===== src/rtl/fb_pixel_writer.sv =====
// Framebuffer write stage: buffers range-checked pixels in a FIFO and issues
// one single-word SDRAM write per pixel through the controller's wr_*/busy port.
module fb_pixel_writer #(
    parameter int          H_RES      = 800,
    parameter int          V_RES      = 600,
    parameter int          FIFO_DEPTH = 16,
    parameter logic [23:0] FB0_BASE   = 24'h000000,
    parameter logic [23:0] FB1_BASE   = 24'h080000
) (
    input  logic                          clk_in,
    input  logic                          reset_btn,
    input  logic                          pix_valid,
    output logic                          pix_ready,
    input  logic [9:0]                    pix_x,
    input  logic [9:0]                    pix_y,
    input  logic [15:0]                   pix_rgb,
    input  logic                          fb_sel,
    output logic [23:0]                   wr_addr,
    output logic [15:0]                   wr_data,
    output logic                          wr_enable,
    input  logic                          busy,
    output logic                          frame_done,
    output logic [$clog2(FIFO_DEPTH):0]   fifo_level,
    output logic [15:0]                   drop_cnt
);
    localparam int AW = $clog2(FIFO_DEPTH);
    localparam int LW = AW + 1;

    typedef enum logic [1:0] {S_IDLE, S_REQ, S_WAIT} state_t;

    state_t         state_q, state_d;
    logic [AW-1:0]  wr_ptr_q, wr_ptr_d;
    logic [AW-1:0]  rd_ptr_q, rd_ptr_d;
    logic [LW-1:0]  count_q, count_d;
    logic [23:0]    wr_addr_q, wr_addr_d;
    logic [15:0]    wr_data_q, wr_data_d;
    logic           last_q, last_d;
    logic           frame_done_q, frame_done_d;
    logic [15:0]    drop_cnt_q, drop_cnt_d;

    // Entry layout: {addr[23:0], rgb[15:0], last}
    logic [40:0]    mem_q [FIFO_DEPTH];
    logic [40:0]    head;

    logic           full, empty, accept, in_range, push, drop, pop, last_in;
    logic [23:0]    pix_addr;

    assign full      = (count_q == LW'(FIFO_DEPTH));
    assign empty     = (count_q == '0);
    assign pix_ready = !full;
    assign accept    = pix_valid && pix_ready;
    assign in_range  = (int'(pix_x) < H_RES) && (int'(pix_y) < V_RES);
    assign push      = accept && in_range;
    assign drop      = accept && !in_range;
    assign last_in   = (int'(pix_x) == H_RES - 1) && (int'(pix_y) == V_RES - 1);
    // Constant multiplier folds to shift-and-add in synthesis.
    assign pix_addr  = (fb_sel ? FB1_BASE : FB0_BASE)
                     + 24'(pix_y) * 24'(H_RES) + 24'(pix_x);
    assign head      = mem_q[rd_ptr_q];
    assign pop       = (state_q == S_IDLE) && !empty && !busy;

    assign wr_enable  = (state_q == S_REQ);
    assign wr_addr    = wr_addr_q;
    assign wr_data    = wr_data_q;
    assign frame_done = frame_done_q;
    assign fifo_level = count_q;
    assign drop_cnt   = drop_cnt_q;

    always_comb begin
        state_d      = state_q;
        wr_ptr_d     = wr_ptr_q;
        rd_ptr_d     = rd_ptr_q;
        count_d      = count_q;
        wr_addr_d    = wr_addr_q;
        wr_data_d    = wr_data_q;
        last_d       = last_q;
        frame_done_d = 1'b0;
        drop_cnt_d   = drop_cnt_q;

        if (push) wr_ptr_d = wr_ptr_q + 1'b1;
        if (pop)  rd_ptr_d = rd_ptr_q + 1'b1;
        case ({push, pop})
            2'b10:   count_d = count_q + 1'b1;
            2'b01:   count_d = count_q - 1'b1;
            default: count_d = count_q;
        endcase

        if (drop && drop_cnt_q != 16'hFFFF) drop_cnt_d = drop_cnt_q + 1'b1;

        case (state_q)
            S_IDLE: begin
                if (pop) begin
                    wr_addr_d = head[40:17];
                    wr_data_d = head[16:1];
                    last_d    = head[0];
                    state_d   = S_REQ;
                end
            end
            S_REQ: begin
                if (busy) state_d = S_WAIT;
            end
            S_WAIT: begin
                if (!busy) begin
                    state_d      = S_IDLE;
                    frame_done_d = last_q;
                end
            end
            default: state_d = S_IDLE;
        endcase
    end

    always_ff @(posedge clk_in or posedge reset_btn) begin
        if (reset_btn) begin
            state_q      <= S_IDLE;
            wr_ptr_q     <= '0;
            rd_ptr_q     <= '0;
            count_q      <= '0;
            wr_addr_q    <= '0;
            wr_data_q    <= '0;
            last_q       <= 1'b0;
            frame_done_q <= 1'b0;
            drop_cnt_q   <= '0;
        end else begin
            state_q      <= state_d;
            wr_ptr_q     <= wr_ptr_d;
            rd_ptr_q     <= rd_ptr_d;
            count_q      <= count_d;
            wr_addr_q    <= wr_addr_d;
            wr_data_q    <= wr_data_d;
            last_q       <= last_d;
            frame_done_q <= frame_done_d;
            drop_cnt_q   <= drop_cnt_d;
        end
    end

    // Storage needs no reset: pointers and count define validity.
    always_ff @(posedge clk_in) begin
        if (push) mem_q[wr_ptr_q] <= {pix_addr, pix_rgb, last_in};
    end

endmodule


===== config.mk =====
export PLATFORM = sky130hd
export DESIGN_NAME = fb_pixel_writer
export DESIGN_NICKNAME = d
export VERILOG_FILES = /design/src/rtl/fb_pixel_writer.sv
export SDC_FILE = /design/constraint.sdc
export NUM_CORES = 1
export LEC_CHECK = 0
export CAP_MARGIN = 20
export CORE_MARGIN = 1
export CORE_UTILIZATION = 34
export CTS_CLUSTER_SIZE = 10
export DETAILED_ROUTE_END_ITERATION = 8
export GPL_ROUTABILITY_DRIVEN = 1
export GPL_TIMING_DRIVEN = 0
export HOLD_SLACK_MARGIN = 0.05
export MAX_ROUTING_LAYER = met4
export SLEW_MARGIN = 20
export SYNTH_ARGS = -nofsm -noshare
export SYNTH_HDL_FRONTEND = slang
export SYNTH_SLANG_ARGS = --single-unit

===== constraint.sdc =====
create_clock -name clk_in -period 8 [get_ports clk_in]
set_input_delay 1.6 -clock clk_in [delete_from_list [all_inputs] [get_ports clk_in]]
set_output_delay 1.6 -clock clk_in [all_outputs]
set_load 0.05 [all_outputs]

==> results of run 1 <==
power by group:
part           internal [mW]  total (mW)  switching (mW)
combinational           1.49        3.67            2.18
sequential              4.36        4.52           0.160
clock                   1.88        3.22            1.34
total                   7.72        11.4            3.68
per-layer routing:
metal,vias up,global-route usage [%]
met2,325,26.6
met5,-,-
met1,7317,21.3
met4,0,5.32
met3,89,2.64
li1,6107,-
sequential cells by signal (all words and copies together) (netlist names):
signal / count
wr_data: 16
wr_ptr_q: 4
mem_q: 608
last_q: 1
state_q: 2
drop_cnt: 16
wr_addr: 21
frame_done: 1
rd_ptr_q: 4
fifo_level: 5
worst max path at each step:
stage,startpoint,to,slack (ns),cells past startpoint
floorplan,pix_y[5],mem_q[0][36],2.73,16
global placement,pix_y[5],mem_q[6][36],1.36,17
detailed placement,pix_y[5],mem_q[4][36],1.18,17
CTS,pix_y[5],mem_q[15][36],1.81,17
global route,pix_y[5],mem_q[5][35],1.81,15
finish,pix_y[5],mem_q[8][35],2.17,15
metrics by stage:
| step | std cells | utilization, % | setup WS (ns) | total power, mW | instance area (sq um) |
|---|---|---|---|---|---|
| 2_1_floorplan | 1404 | - | 2.73 | 7.04 | 27600 |
| 3_3_place_gp | 2565 | 37.2 | 1.36 | 8.20 | 29900 |
| 3_5_place_dp | 2579 | 37.7 | 1.18 | 8.30 | 30300 |
| 4_1_cts | 2722 | 40.5 | 1.81 | 11.5 | 32500 |
| 5_1_grt | 2724 | 40.6 | 1.81 | 11.9 | 32600 |
| 6_report | 2724 | 40.6 | 2.17 | 11.4 | 32600 |
cell type report:
type | instances | area share [%]
sequential | 678 | 61.4
multi-input combinational | 620 | 21.9
clock buffer | 138 | 6.84
tap | 1060 | 4.07
timing repair buffer | 115 | 4.04
buffer | 63 | 1.11
inverter | 43 | 0.510
clock inverter | 5 | 0.157
antenna | 2 | 0.0153
cells in the final DEF (no fill, tap or decap), types with 4 or more instances in the layout:
cell / n
fa_1: 7
buf_12: 8
nor3_1: 11
ha_1: 54
buf_1: 4
and3_1: 8
mux2i_1: 47
xor2_2: 4
mux4_1: 24
edfxtp_1: 608
nand2_1: 72
inv_6: 4
buf_6: 7
mux4_2: 120
xor2_1: 17
dfrtp_1: 70
xnor2_1: 16
nand3_1: 10
buf_2: 13
buf_4: 10
nand2b_1: 6
xnor2_2: 6
and2_4: 16
a21o_1: 7
clkdlybuf4s50_1: 101
a21oi_1: 11
inv_1: 39
nor2_1: 13
clkbuf_1: 85
clkbuf_16: 80
nand4_1: 7
o221ai_1: 47
o21ai_0: 54
buf_16: 5
mux2_4: 13
cell families after synthesis:
group | share of synthesized area (%)
other | 0.0136
adders and majority gates | 2.96
DFF | 72.6
xor gates and xnor gates | 1.37
muxes | 14.6
AOI/OAI and AO/OA | 3.63
buffers and inverters | 1.91
and+or+nand+nor | 2.87
==> summary.txt, run 1 <==
Global route
  • Initial antenna violation count: 2
  • Vias in the first global route: between 10000 and 15000
  • Largest net degree at the start of global routing: between 40 and 50
  • Total Routing Usage GR: ~17%
  • First-pass GRT wire length: approximately 96 mm
  • Global route overflow: 0

Route
  • DR vias: between 10000 and 15000
  • Met3 wire len: roughly 3.2 mm
  • Drt wl/cell: around 24 microns
  • # DRC: 0
  • Max Used Layer: met4
  • Detail-routed via count per cell: 5.08
  • Met1 wire length: 27.8 mm
  • ANT nets after route: 0
  • Met2 wire length: about 32 mm
  • Total Wirelength: 64.8 mm
  • Drt pass-1 iters: 7
  • DRT iter0 DRCs: slightly above 1000

Status
  • Status: completed

Timing
  • Fin crit period: roughly 5.8 ns
  • Slew headroom: 30.8%
  • Hold_ws: 0.466 ns
  • Slew Limit Fails: 0
  • Final Cycle Share: around 73%
  • Least-Margin Pin Slew: 1.03 ns
  • # setup viols final: 0
  • Hold Fails Final Rpt: 0
  • RSZ-0062 raised after global routing: false
  • Worst clock skew: around 0.018 ns
  • Setup TNS: 0 ns
  • Peak Freq: around 170 MHz

Worst setup path
  • Arrival @ worst endpoint: 6.09 ns
  • Reg2Reg Launch Point: fifo_level[0]
  • Worst Path Buf+Inv: 5
  • CP startpoint kind: primary input
  • Crit-path max FO: 16
  • RR Endpoint: fifo_level[4]
  • Peak per-stage delay on the critical path: 0.82 ns
  • Slowest-stage cell, CP: xor2_1
  • Worst path cell trace: clkdlybuf4s50_1, inv_1, ha_1, inv_1, ha_1, inv_1, fa_1, inv_1, ha_1, a21oi_2, o22ai_1, o41ai_1, xnor2_1, and4b_1, xor2_1
  • CP Capture Type: flip-flop
  • Worst Path Required: 8.27 ns
  • Most frequent CP cell: inv_1
  • Setup CP Type: primary input to flip-flop
  • CP delay by family, top: adder cells
  • Register-to-Register Setup Slack: ~4.7 ns
  • R2R cell count: 15

Hold path
  • Hold Path Stages: 1
  • Min-Delay Path Class: flip-flop to flip-flop
  • Worst Hold Launch: state_q[0]
  • Hold Path End: frame_done

Die
  • Die ar.: ~82000 sq um
  • Io pins: roughly 110
  • Die Y: between 200 and 300 microns
  • Initial core utilization: 34.3%
  • Row count: roughly 100
  • Die W: between 200 and 300 microns
  • Core Region: around 80000 sq um

Clock tree
  • Setup Buffers After CTS: 0
  • Cts repair resizes: 0
  • CTS root buf: clkbuf_16
  • Worst skew pair latency: between 0.6 and 0.7 ns
  • H-tree depth: 3
  • CTS sink cnt: approximately 680
  • CTS tree: done
  • CTS Hold Bufs: 0
  • Clock Path Buffers: 3
  • CTS buffer count: between 70 and 80
  • Worst-path clk slew: 0.05 ns

Synthesis
  • Area leader, netlist: edfxtp_1
  • Syn Std Cell Area: between 20000 and 30000 sq um
  • Syn. warnings: 0
  • Mean cell area of the mapped netlist: between 15 and 20 sq um
  • Synth cell types: just over 60
  • Top FF cell, synth: edfxtp_1
  • Post-synthesis sequential area ratio: slightly above 70%
  • Synth area leaders: edfxtp_1 (66%), mux4_2 (9.8%), dfrtp_1 (6.4%)
  • Synth top cells by count: edfxtp_1 (608), mux4_2 (120), nand2_1 (72)
  • Yosys reg bits: just under 700
  • Most numerous cell in the Yosys netlist: edfxtp_1
  • Mapped Cells: 1402
  • Share of the synthesized area in the top cell type: around two thirds
  • Post-synth ARST share: between 10 and 15%
  • Number of flops mapped to enable cells by yosys: 608

Power and ir drop
  • PD cells: 350 nW/um^2
  • Peak supply drop: around 0.00016 V
  • Leakage power: ~11 nW

Run
  • Max_cap viols: 0

Finish
  • Multi-input logic area: around 7000 sq um
  • Area delta synth->final: 18.4%
  • Layout cells sized above 1: a little under a fifth
  • Nets: between 1500 and 2000
  • FILL cells: slightly above 7000
  • Register area: between 20000 and 25000 sq um

Placed design
  • Hpwl dp: roughly 40 mm
  • Final weighted congestion in routability-driven placement: approximately 0.78
  • I/O Buffers: between 100 and 150
No activity file was read; power rests on OpenSTA's default activity.
==> run 2: changes to the inputs <==
- clock period: 8 -> 4.85 ns (I/O delays scaled with it)
==> summary.txt, run 2 (synthesis gave the netlist of run 1 again) <==
Die
  • Io pins: 105
  • Die ar.: just over 80000 sq um
  • Die W: ~290 microns
  • Initial core utilization: 34.3%
  • Row count: approximately 100
  • Die Y: ~290 microns
  • Core Region: 80300 sq um

Worst setup path
  • Most frequent CP cell: ha_1
  • Slowest-stage cell, CP: xnor2_2
  • Reg2Reg Launch Point: fifo_level[0]
  • Setup CP Type: primary input to flip-flop
  • Crit-path max FO: 16
  • CP Capture Type: flip-flop
  • Worst Path Required: between 5 and 6 ns
  • RR Endpoint: fifo_level[4]
  • Arrival @ worst endpoint: 4.87 ns
  • Worst path cell trace: clkdlybuf4s50_1, inv_1, ha_1, inv_1, ha_1, fa_1, ha_1, xor2_1, nand2_1, a211oi_2, nand3_1, xnor2_2
  • Peak per-stage delay on the critical path: approximately 0.74 ns
  • CP startpoint kind: primary input
  • Register-to-Register Setup Slack: about 1.5 ns
  • R2R cell count: 15

Hold path
  • Worst Hold Launch: state_q[0]
  • Hold Path Stages: 1
  • Min-Delay Path Class: flip-flop to flip-flop
  • Hold Path End: frame_done

Clock tree
  • H-tree depth: 3
  • CTS buffer count: 78
  • CTS root buf: clkbuf_16
  • CTS tree: done
  • Clock Path Buffers: 3
  • Worst-path clk slew: about 0.06 ns
  • CTS sink cnt: just under 700
  • Worst skew pair latency: 0.62 ns

Global route
  • Largest net degree at the start of global routing: 41
  • Vias in the first global route: between 10000 and 15000
  • Global route overflow: 0
  • First-pass GRT wire length: between 90 and 100 mm
  • Initial antenna violation count: 2
  • Total Routing Usage GR: between 10% and 20%

Placed design
  • Hpwl dp: between 40 and 50 mm
  • Final weighted congestion in routability-driven placement: 0.781
  • I/O Buffers: around 100
  • Pre-CTS setup slack: -1.34 ns

Power and ir drop
  • Total power: about 19 mW
  • Peak supply drop: 0.000261 V
  • PD cells: about 580 nW/um^2
  • Leakage power: roughly 11 nW

Timing
  • Final Cycle Share: a little over nine tenths
  • Setup TNS: 0 ns
  • Fin crit period: roughly 4.6 ns
  • RSZ-0062 raised after global routing: true
  • Least-Margin Pin Slew: between 1 and 1.5 ns
  • # setup viols final: 0
  • Final worst setup slack: around 0.26 ns
  • Hold Fails Final Rpt: 0
  • Peak Freq: 218 MHz
  • Worst clock skew: around 0.018 ns
  • Slew Limit Fails: 0
  • Slew headroom: ~29%

Finish
  • Number of flip-flops in the largest register: about 600
  • Register with the most flip-flops: mem_q
  • Commonest cells after routing, fill and taps aside: edfxtp_1 (608), mux4_2 (120), clkdlybuf4s50_1 (100)
  • Most common cell after layout, fill and taps aside: edfxtp_1
  • Nets: about 1700
  • Layout cells sized above 1: around a fifth
  • Final core utilization: between 40 and 50%
  • Area delta synth->final: 18.8%

Route
  • Drt pass-1 iters: 5
  • DRT iter0 DRCs: between 900 and 1000
  • Total Wirelength: about 65 mm
  • DR vias: roughly 14000
  • Detail-routed via count per cell: just over 5
  • # DRC: 0
  • Drt wl/cell: approximately 24 microns
  • ANT nets after route: 0

Run
  • Max_cap viols: 0

Status
  • Status: completed
## run 2: cell count changes in the layout (fill, tap and decap cells not counted), sizes merged
cell	previous run	this run
buf	49	51
dlymetal6s2s	0	1
clkdlybuf4s50	101	100
## run 2: power breakdown
| part | leakage, nW | switching [mW] | internal [mW] |
|---|---|---|---|
| Clock | 1.09 | 2.20 | 3.10 |
| Combinational | 3.72 | 3.63 | 2.48 |
| Sequential | 6.37 | 0.264 | 7.18 |
| Total | 11.2 | 6.09 | 12.8 |
## run 2: worst max path at each step
stage | from | endpoint | slack [ns] | cells after the start
after floorplan | pix_y[5] | mem_q[0][36] | 0.21 | 16
after global placement | pix_y[5] | mem_q[6][36] | -1.16 | 17
after detailed placement | pix_y[5] | mem_q[4][36] | -1.34 | 17
after CTS | pix_y[5] | mem_q[15][36] | 0.009 | 15
after global routing | pix_y[3] | mem_q[3][34] | -0.05 | 13
final | pix_y[3] | mem_q[14][31] | 0.26 | 12
## run 2: cell type report
class / count / area [sq um]
Clock inverter: 5 / 51.3
Buffer: 63 / 362
Tap cell: 1060 / 1330
Sequential cell: 678 / 20000
Antenna cell: 2 / 5.00
Fill cell: 7035 / 47600
Timing Repair Buffer: 117 / 1350
Inverter: 43 / 166
Multi-Input combinational cell: 620 / 7240
Clock buffer: 138 / 2230
## run 2: critical path, delay by kind of cell
family                     cells  cell delay, ns
adders and majority gates      4            1.44
and+or+nand+nor                2            0.36
buffers and inverters          3            0.70
xor gates and xnor gates       2            1.07
AOI/OAI and AO/OA              1            0.32
## run 2: per-layer routing
| layer | vias to the layer above | routed length (microns) | global-route usage, % |
|---|---|---|---|
| met5 | - | 0 | - |
| met4 | 0 | 1450 | 5.32 |
| met3 | 88 | 2920 | 2.64 |
| met2 | 300 | 32400 | 26.6 |
| met1 | 7347 | 28000 | 21.3 |
| li1 | 6103 | - | - |
## run 2: what timing repair did
item / in CTS / in global routing
buffers inserted: 0 / 2
hold buffers: 0 / 0
cloned: 0 / 0
endpoints found under the setup margin: 80 / 112
pin swaps: 1 / 3
gates resized for setup: 7 / 12
## run 2: per-stage QoR
stage	std cells	hold slack (ns)	instance area (sq um)
after floorplan	1404	0.435	27600
after global placement	2565	0.448	29900
after detailed placement	2579	0.461	30300
after CTS	2722	0.470	32600
after global routing	2726	0.495	32700
final	2726	0.466	32700
==> run 3: changes to the inputs <==
- SKIP_LAST_GASP: unset -> 1
==> summary.txt, run 3 (synthesis gave the netlist of run 1 again) <==
Timing
  • Slew headroom: between 20% and 30%
  • Peak Freq: between 200 and 250 MHz
  • Final worst setup slack: between 0.15 and 0.2 ns
  • RSZ-0062 raised after global routing: true
  • # setup viols final: 0
  • Slew Limit Fails: 0
  • Fin crit period: 4.69 ns
  • Hold Fails Final Rpt: 0
  • Final Cycle Share: 96.8%
  • Worst clock skew: between 0.015 and 0.02 ns
  • Least-Margin Pin Slew: 1.05 ns
  • Setup TNS: 0 ns

Global route
  • Initial antenna violation count: 2
  • Global route overflow: 0
  • Vias in the first global route: approximately 15000
  • Largest net degree at the start of global routing: 41
  • First-pass GRT wire length: between 90 and 100 mm
  • Total Routing Usage GR: roughly 17%

Placed design
  • Dpl cells: 2579
  • Pre-CTS setup slack: -1.34 ns
  • I/O Buffers: between 100 and 150
  • Final weighted congestion in routability-driven placement: just under 0.8
  • Hpwl dp: just over 40 mm

Worst setup path
  • Worst path cell trace: clkdlybuf4s50_1, inv_1, ha_1, inv_1, ha_1, inv_1, fa_1, inv_1, ha_1, a21oi_4, o22ai_1, o41ai_2, buf_4, xnor2_1, and4b_1, xor2_4
  • Setup CP Type: primary input to flip-flop
  • CP delay by family, top: adder cells
  • Worst Path Required: approximately 5.2 ns
  • Slowest-stage cell, CP: clkdlybuf4s50_1
  • Peak per-stage delay on the critical path: around 0.6 ns
  • Worst Path Buf+Inv: 6
  • Most frequent CP cell: inv_1
  • CP startpoint kind: primary input
  • Arrival @ worst endpoint: 5.07 ns
  • CP Capture Type: flip-flop
  • Crit-path max FO: 16

Finish
  • Register with the most flip-flops: mem_q
  • Commonest cells after routing, fill and taps aside: edfxtp_1 (608), mux4_2 (120), clkdlybuf4s50_1 (101)
  • Register area: 20000 sq um
  • Number of flip-flops in the largest register: roughly 610
  • Area delta synth->final: 18.8%
  • Cell Count, Final, Fillers Out: around 2700
  • FILL cells: around 7000
  • Layout cells sized above 1: 18.6%
  • Most common cell after layout, fill and taps aside: edfxtp_1
  • Nets: between 1500 and 2000
  • Multi-input logic area: about 7200 sq um
  • Final core utilization: roughly two fifths

Power and ir drop
  • Gate power share: roughly 32%
  • Sequential share of power: between 30% and 40%
  • Int Pwr: 12.8 mW
  • Sw Pwr: 6.09 mW
  • Leakage power: roughly 11 nW
  • PD cells: around 580 nW/um^2
  • Peak supply drop: between 0.0002 and 0.0003 V
  • Clock group share of total power: roughly 28%
  • Switching share of power: about a third

Route
  • DRT iter0 DRCs: 976
  • # DRC: 0
  • Total Wirelength: roughly 65 mm
  • Drt pass-1 iters: 5
  • Drt wl/cell: between 20 and 25 microns
  • ANT nets after route: 0
  • Detail-routed via count per cell: 5.09
  • DR vias: 13900

Die
  • Core Region: ~80000 sq um
  • Row count: roughly 100
  • Die Y: ~290 microns
  • Die W: 287 microns
  • Initial core utilization: around 34%
  • Die ar.: between 80000 and 90000 sq um
  • Io pins: around 110

Clock tree
  • Worst skew pair latency: roughly 0.62 ns
  • CTS tree: done
  • CTS sink cnt: about 680
  • CTS root buf: clkbuf_16
  • CTS buffer count: 78
  • CTS Hold Bufs: 0
  • Worst-path clk slew: roughly 0.050 ns
  • Clock Path Buffers: 3
  • H-tree depth: 3

Run
  • Max_cap viols: 0

Status
  • Status: completed

Hold path
  • Min-Delay Path Class: flip-flop to flip-flop
[run 3: area by class of cell]
| type | instances | share of cell area, % |
|---|---|---|
| inverters | 43 | 0.508 |
| diodes | 2 | 0.0153 |
| multi-input cells | 620 | 22.1 |
| flip-flops and latches | 678 | 61.1 |
| clock inverters | 5 | 0.157 |
| well taps | 1060 | 4.05 |
| plain buffers | 63 | 1.10 |
| repair buffers | 117 | 4.11 |
| clock buffers | 138 | 6.81 |
[run 3: path summary, 6_finish.rpt]
path	end	startpoint	slack, ns	cells after the start
max	mem_q[8][35]	pix_y[5]	0.16	16
min	frame_done	state_q[0]	0.47	1
max reg2reg	fifo_level[4]	fifo_level[0]	1.50	15
min reg2reg	frame_done	state_q[0]	0.47	1
max in group asynchronous	wr_data[1]	reset_btn	3.47	3
min in group asynchronous	drop_cnt[13]	reset_btn	0.72	2
[run 3: per-layer routing]
metal	global-route usage [%]	part of all wire, %	vias up	wire length, microns
met3	2.64	4.8	88	3090
met1	21.3	43	7332	27900
met4	5.32	2.2	0	1440
li1	-	-	6108	-
met5	-	0	-	0
met2	26.6	50	342	32300
[run 3: stage by stage]
| stage | power, mW | hold slack (ns) | cell area (sq um) |
|---|---|---|---|
| finish | 18.9 | 0.466 | 32700 |
| global route | 19.7 | 0.495 | 32700 |
| CTS | 19.0 | 0.470 | 32600 |
| detailed placement | 13.7 | 0.461 | 30300 |
| global placement | 13.5 | 0.448 | 29900 |
| floorplan | 11.6 | 0.435 | 27600 |
[run 3: worst reg2reg max path: cells and delay by family, from the launching register on]
family / cells / cell delay (ns)
buffers and inverters: 5 / 0.97
adders and majority gates: 2 / 0.71
and+or+nand+nor: 3 / 0.49
DFF: 1 / 0.43
AOI/OAI and AO/OA: 3 / 0.37
xor gates and xnor gates: 2 / 0.26
[run 3: power groups by stage]
stage / sequential, mW / clock [mW] / combinational [mW]
after global placement: 7.57 / 0 / 5.95
after global routing: 7.50 / 5.62 / 6.56
after CTS: 7.46 / 5.41 / 6.14
after detailed placement: 7.57 / 0 / 6.12
final: 7.45 / 5.31 / 6.11
after floorplan: 8.17 / 0 / 3.44
[run 3: repair_timing]
action / 4_1_cts / 5_1_grt
buffers inserted: 0 / 2
endpoints found under the hold margin: 0 / 0
cloned: 0 / 0
endpoints found under the setup margin: 80 / 112
gates resized for setup: 6 / 10
pin swaps: 1 / 2
